<file path="src/rtl/seq_pkg.sv">
// Shared types and constants for the seven-state one-hot sequencer.
package seq_pkg;

  localparam int NUM_STATES = 7;

  typedef logic [NUM_STATES-1:0] state_oh_t;

  localparam state_oh_t S0_OH = 7'b000_0001;
  localparam state_oh_t S1_OH = 7'b000_0010;
  localparam state_oh_t S2_OH = 7'b000_0100;
  localparam state_oh_t S3_OH = 7'b000_1000;
  localparam state_oh_t S4_OH = 7'b001_0000;
  localparam state_oh_t S5_OH = 7'b010_0000;
  localparam state_oh_t S6_OH = 7'b100_0000;

  // Exactly one bit set: non-zero, and clearing the lowest set bit leaves nothing.
  function automatic logic is_onehot(input state_oh_t s);
    return (s != '0) && ((s & (s - state_oh_t'(1))) == '0);
  endfunction

endpackage

</file>
<file path="src/rtl/button_conditioner.sv">
// Raw active-low pushbutton -> synchronized, debounced, single-cycle press pulse.
module button_conditioner #(
  parameter int DEBOUNCE_CYCLES = 1000000
) (
  input  logic clk,
  input  logic rst_n,
  input  logic key_n,
  output logic press_evt
);

  localparam int CW = $clog2(DEBOUNCE_CYCLES + 1);

  logic          meta_q, sync_q;
  logic [1:0]    fill_q, fill_d;
  logic          armed_q, armed_d;
  logic          acc_q, acc_d;
  logic          evt_q, evt_d;
  logic [CW-1:0] cnt_q, cnt_d;
  logic          lvl;

  always_comb begin
    // NOTE: every always_comb output gets a default first so no latch is inferred.
    lvl     = ~sync_q;
    fill_d  = {fill_q[0], 1'b1};
    // Only arm once the synchronizer holds a real sample showing the key released,
    // so a key held through reset never yields a press.
    armed_d = armed_q | (fill_q[1] & ~lvl);
    acc_d   = acc_q;
    cnt_d   = '0;
    evt_d   = 1'b0;
    if (lvl != acc_q) begin
      if (cnt_q == CW'(DEBOUNCE_CYCLES)) begin
        acc_d = lvl;
        evt_d = lvl & armed_q;
      end else begin
        cnt_d = cnt_q + CW'(1);
      end
    end
  end

  // NOTE: sequential state uses non-blocking assignments only.
  always_ff @(posedge clk or negedge rst_n) begin
    if (!rst_n) begin
      meta_q  <= 1'b1;
      sync_q  <= 1'b1;
      fill_q  <= '0;
      armed_q <= 1'b0;
      acc_q   <= 1'b0;
      cnt_q   <= '0;
      evt_q   <= 1'b0;
    end else begin
      meta_q  <= key_n;
      sync_q  <= meta_q;
      fill_q  <= fill_d;
      armed_q <= armed_d;
      acc_q   <= acc_d;
      cnt_q   <= cnt_d;
      evt_q   <= evt_d;
    end
  end

  assign press_evt = evt_q;

endmodule

</file>
<file path="src/rtl/state_sequencer.sv">
// Seven-state one-hot sequencer stepped by debounced buttons or a timed auto-advance.
module state_sequencer
  import seq_pkg::*;
#(
  parameter int DEBOUNCE_CYCLES = 1000000,
  parameter int STEP_CYCLES     = 50000000
) (
  input  logic clk,
  input  logic rst_n,
  input  logic key_next_n,
  input  logic key_back_n,
  input  logic auto_en,
  output logic state_0,
  output logic state_1,
  output logic state_2,
  output logic state_3,
  output logic state_4,
  output logic state_5,
  output logic state_6,
  output logic step_pulse
);

  localparam int TW = $clog2(STEP_CYCLES);

  logic          next_evt, back_evt;
  logic          auto_meta_q, auto_sync_q;
  logic [TW-1:0] timer_q, timer_d;
  state_oh_t     state_q, state_d;
  logic          moved_q, moved_d;
  logic          step_pulse_q, step_pulse_d;
  logic          auto_evt, btn_evt, go_next, go_back;

  button_conditioner #(.DEBOUNCE_CYCLES(DEBOUNCE_CYCLES)) u_next (
    .clk       (clk),
    .rst_n     (rst_n),
    .key_n     (key_next_n),
    .press_evt (next_evt)
  );

  button_conditioner #(.DEBOUNCE_CYCLES(DEBOUNCE_CYCLES)) u_back (
    .clk       (clk),
    .rst_n     (rst_n),
    .key_n     (key_back_n),
    .press_evt (back_evt)
  );

  always_comb begin
    auto_evt = auto_sync_q && (timer_q == TW'(STEP_CYCLES - 1));
    btn_evt  = next_evt | back_evt;
    timer_d  = (btn_evt || !auto_sync_q || auto_evt) ? '0 : timer_q + TW'(1);
    // Opposing presses cancel; any button press pre-empts a coincident auto step.
    go_next  = (next_evt & ~back_evt) | (auto_evt & ~btn_evt);
    go_back  = back_evt & ~next_evt;

    state_d      = state_q;
    moved_d      = 1'b0;
    step_pulse_d = moved_q;
    if (!is_onehot(state_q)) begin
      state_d = S0_OH;
    end else if (go_next) begin
      state_d = {state_q[NUM_STATES-2:0], state_q[NUM_STATES-1]};
      moved_d = 1'b1;
    end else if (go_back) begin
      state_d = {state_q[0], state_q[NUM_STATES-1:1]};
      moved_d = 1'b1;
    end
  end

  always_ff @(posedge clk or negedge rst_n) begin
    if (!rst_n) begin
      auto_meta_q  <= 1'b0;
      auto_sync_q  <= 1'b0;
      timer_q      <= '0;
      state_q      <= S0_OH;
      moved_q      <= 1'b0;
      step_pulse_q <= 1'b0;
    end else begin
      auto_meta_q  <= auto_en;
      auto_sync_q  <= auto_meta_q;
      timer_q      <= timer_d;
      state_q      <= state_d;
      moved_q      <= moved_d;
      step_pulse_q <= step_pulse_d;
    end
  end

  assign state_0    = state_q[0];
  assign state_1    = state_q[1];
  assign state_2    = state_q[2];
  assign state_3    = state_q[3];
  assign state_4    = state_q[4];
  assign state_5    = state_q[5];
  assign state_6    = state_q[6];
  assign step_pulse = step_pulse_q;

endmodule

</file>
<file path="config.mk">
export PLATFORM = sky130hd
export DESIGN_NAME = state_sequencer
export DESIGN_NICKNAME = d
export VERILOG_FILES = /design/src/rtl/seq_pkg.sv /design/src/rtl/button_conditioner.sv /design/src/rtl/state_sequencer.sv
export SDC_FILE = /design/constraint.sdc
export NUM_CORES = 1
export LEC_CHECK = 0
export ABC_AREA = 1
export CORE_MARGIN = 5
export CORE_UTILIZATION = 47
export CTS_CLUSTER_SIZE = 12
export DETAILED_ROUTE_END_ITERATION = 7
export GPL_TIMING_DRIVEN = 0
export SYNTH_ARGS = -nofsm -noshare
export SYNTH_HDL_FRONTEND = slang
export SYNTH_HIERARCHICAL = 1
export SYNTH_SLANG_ARGS = --single-unit
</file>
<file path="constraint.sdc">
create_clock -name clk -period 2 [get_ports clk]
set_clock_uncertainty 0.2 [all_clocks]
set_input_delay 0.5 -clock clk [delete_from_list [all_inputs] [get_ports clk]]
set_output_delay 0.5 -clock clk [all_outputs]
set_load 0.1 [all_outputs]
</file>
==> results.md <==
Critical path:
- At the worst endpoint, the arrival time is approximately 1.3 ns.
- The highest cell delay on the worst timing path is 0.63 ns.
- The worst setup path is of the register to output pin kind.
- The largest individual stage delay along the critical path comes from the cell sky130_fd_sc_hd__dfstp_2.
- STA classifies the critical path endpoint as an output pin.
- The family with the most delay on the worst path is flip-flops.
- The required time at the worst-slack endpoint is 1.30 ns.
- The type of element launching the critical path is a register.
- The number of buffer and inverter instances along the worst setup path is 1.
- The biggest fanout along the worst timing path is 6.
- Traced cell by cell, the critical path runs through buf_6.

STA:
- The actual slew at the worst max-slew pin is 0.516 ns.
- Setup violations remaining at the end of the flow were counted as 0.
- The final critical-path share of the clock period is a little over nine tenths.
- Measured against its own limit, the worst slew margin works out to 66.0%.
- Derived from the worst setup path, the maximum achievable clock frequency is about 0.51 GHz.
- Across all setup checks in the final design, the least slack found is 0.0523 ns.
- The final count of hold timing violations is 0.
- Setup total negative slack on the finished layout was measured at 0 ns.
- The final critical-path required period is 1.95 ns.
- The max-slew violation count is 0.
- The worst hold slack is 0.155 ns.
- Setup repair after global routing could not meet its margin everywhere.

Yosys:
- The mapped netlist covers 4830 sq um.
- The mean instance size in the synthesized netlist is ~7.7 sq um.
- After technology mapping, the gate count stands at 629.
- In the post-synthesis netlist, the biggest area contributors are sky130_fd_sc_hd__dfrtp_1 (45%), sky130_fd_sc_hd__nand2_1 (12%), sky130_fd_sc_hd__nor2_1 (10%), sky130_fd_sc_hd__inv_1 (5.1%), sky130_fd_sc_hd__xor2_1 (4.9%).
- The synthesized design spends more area on one cell type than any other, namely sky130_fd_sc_hd__dfrtp_1.
- Counting flops and latches in the post-synthesis netlist gives 91.
- The total of warnings raised by yosys is 6.
- When the netlist entered floorplanning its net count stood at 639.
- The sequential area share after synthesis is 47.3%.
- The post-synthesis cell type count is 30.
- The area share of the largest cell type after synthesis is between 40% and 50%.

Layout:
- Compared with the post-synthesis result, the final layout area differs by 11.9%.
- The layout cell share with drive strength beyond 1 is 13.4%.
- The number of antenna diodes in the final layout is 0.
- The layout filler cell count is ~1,000.
- The net count of the finished layout is ~670.
- Measured on the finished design, the core utilization comes to 53.1%.
- The number of standard cells in the final layout excluding fillers is 798.
- After routing the design area is 5410 sq um.

Floorplan:
- The core box area is around 10,000 sq um.
- From left edge to right edge, the die measures 111 um.
- The floorplan step set the die height to around 110 um.
- The number of primary I/O pins is 13.
- The starting density of the core is ~47%.
- The area of the die is 12,400 sq um.
- The number of placement rows is 37.

CTS:
- In this run the deepest clock path goes through 2 buffers.
- The clock reaches the later pin of the worst-skew pair after 0.37 ns.
- The H-tree level count is 3.
- The clock net in this run drives a total of 91 sinks.
- The clock transition time at the flip-flop clock pins of the worst setup and hold paths is 0.09 ns.
- The root buffer cell is sky130_fd_sc_hd__clkbuf_8.
- TritonCTS built the clock tree.
- In this run, CTS created clock tree buffers numbering 9.

Job:
- The number of max-cap violations is 0.

Hold path:
- The type of the most critical hold path is register to register.

Placed design:
- The setup slack at placement is -0.440 ns.
- The cell total after placement is 778.
- The placed standard-cell area is just over 5000 sq um.
- The estimated wirelength of the detail-placed design is 7140 um.
- The final weighted congestion of routability-driven global placement is 0.873.
- The count of buffers added on input and output ports is 12.

Pwr:
- The switching component of the power is 761 uW.
- The part of the total power dissipated in sequential elements is roughly 58%.
- The proportion of power drawn by the clock network is about two fifths.
- The internal power is 2.51 mW.
- The proportion of power drawn by combinational gates is 3.7%.
- The worst-case IR drop observed on VDD is around 370 uV.
- Net switching is 23.3% of the power.
- The power density over the cells is 606 nW/um^2.
- After layout, the design draws a total of 3.27 mW.
- The analysis attributes to cell leakage a power of 2.43 nW.

Route:
- The first detailed-routing pass took 4 iterations.
- The number of nets still failing antenna checks after routing is 0.
- The number of DRC markers in iteration 0 is 222.
- The number of vias after detailed routing is 3,925.
- The routed wire length per instance is between 10 and 15 um.
- The wire length reported by the detailed router is 9700 um.
- After detailed routing, the number of remaining DRC violations is 0.
- The via count normalized by instance count is between 4 and 5.

GRT:
- The via count of the first global-routing pass was 3,876.
- Entering global routing, the biggest net connects 65 pins.
- The first-pass GRT wire length is 17,200 um.
- For this run, the total global-route usage over all layers was measured as 16.7%.
- After global routing the overflow that remains totals 0.
- The number of antenna violations at the first check in global routing came to 0.

Status:
- The flow ran to the end, and the final reports show no timing, DRC or antenna violations.
area by class of cell:
type,instances,area [sq um],area share [%]
plain buffers,2,10.0,0.185
clock buffers,10,138,2.55
clock inverters,6,65.1,1.20
inverters,73,274,5.07
multi-input cells,463,2300,42.6
flip-flops and latches,91,2290,42.4
well taps,136,170,3.15
repair buffers,17,154,2.85
power groups by stage:
| stage | clock network, mW | logic (mW) | registers, mW |
|---|---|---|---|
| 6_report | 1.27 | 0.121 | 1.89 |
| 5_1_grt | 1.41 | 0.144 | 1.89 |
| 4_1_cts | 1.32 | 0.124 | 1.89 |
| 3_5_place_dp | 0 | 0.122 | 1.92 |
| 3_3_place_gp | 0 | 0.113 | 1.92 |
| 2_1_floorplan | 0 | 0.0543 | 1.92 |
sequential cells by signal, indices dropped and copies added, names as in the netlist:
register and count:
auto_meta_q 1, auto_sync_q 1, moved_q 1, state_q 7, step_pulse 1, timer_q 26, u_back/acc_q 1, u_back/armed_q 1
u_back/cnt_q 20, u_back/fill_q 2, u_back/meta_q 1, u_back/press_evt 1, u_back/sync_q 1, u_next/acc_q 1, u_next/armed_q 1, u_next/cnt_q 20
u_next/fill_q 2, u_next/meta_q 1, u_next/press_evt 1, u_next/sync_q 1
logic make-up (layout without fill, tap and decap cells):
kind of cell    after synthesis  in the layout  share of synthesized area, %
simple gates                401            401                          36.6
flops                        91             91                          47.3
buf+inv                      75            108                          5.88
xor+xnor                     37             37                          6.71
compound gates               18             18                          2.10
fa+ha+maj                     5              5                          1.30
other cells                   2              2                         0.156
Yosys cell counts, drive strengths merged:
cell type / instances
dfstp: 5
nor3: 16
buf: 2
xnor2: 10
dfrtp: 86
nor2: 150
nand3: 46
o21ai: 10
nand4: 14
a21oi: 8
nand2: 169
ha: 5
xor2: 27
and3: 1
nor3b: 3
or2: 2
conb: 2
clkinv: 3
inv: 70
repair_timing:
item                                    4_1_cts  5_1_grt
buffers inserted                              0        3
hold buffers                                  1        0
gates resized for setup                      41       14
pin swaps                                     0        8
endpoints found under the hold margin        25        0
endpoints found under the setup margin        9       32
layer usage:
metal / wire, um / up-vias / track usage (%)
met5: 0 / - / 0
met4: 134 / 0 / 5.03
met3: 346 / 12 / 4.73
met2: 4670 / 50 / 28.3
met1: 4550 / 1851 / 20.7
li1: - / 2012 / -
final timing paths:
check                              start  slack, ns       endpoint  cells past startpoint
hold reg to reg            u_next/meta_q       0.15  u_next/sync_q                      0
setup reg to reg              timer_q[0]       0.15    timer_q[22]                     11
min in group asynchronous          rst_n       0.39     timer_q[9]                      2
hold / removal             u_next/meta_q       0.15  u_next/sync_q                      0
max in group asynchronous          rst_n       0.54  u_next/meta_q                      3
setup / recovery              state_q[0]       0.05        state_0                      1
cell usage in the layout (no fill, tap or decap), types with 10 or more instances in the layout:
cell,count
sky130_fd_sc_hd__dfrtp_1,80
sky130_fd_sc_hd__nor3_1,14
sky130_fd_sc_hd__xor2_1,27
sky130_fd_sc_hd__nor2_2,13
sky130_fd_sc_hd__clkbuf_8,10
sky130_fd_sc_hd__nor2_1,131
sky130_fd_sc_hd__nand4_1,13
sky130_fd_sc_hd__xnor2_1,10
sky130_fd_sc_hd__nand3_1,43
sky130_fd_sc_hd__inv_1,62
sky130_fd_sc_hd__nand2_1,158
(Power assumes the default switching activity.)
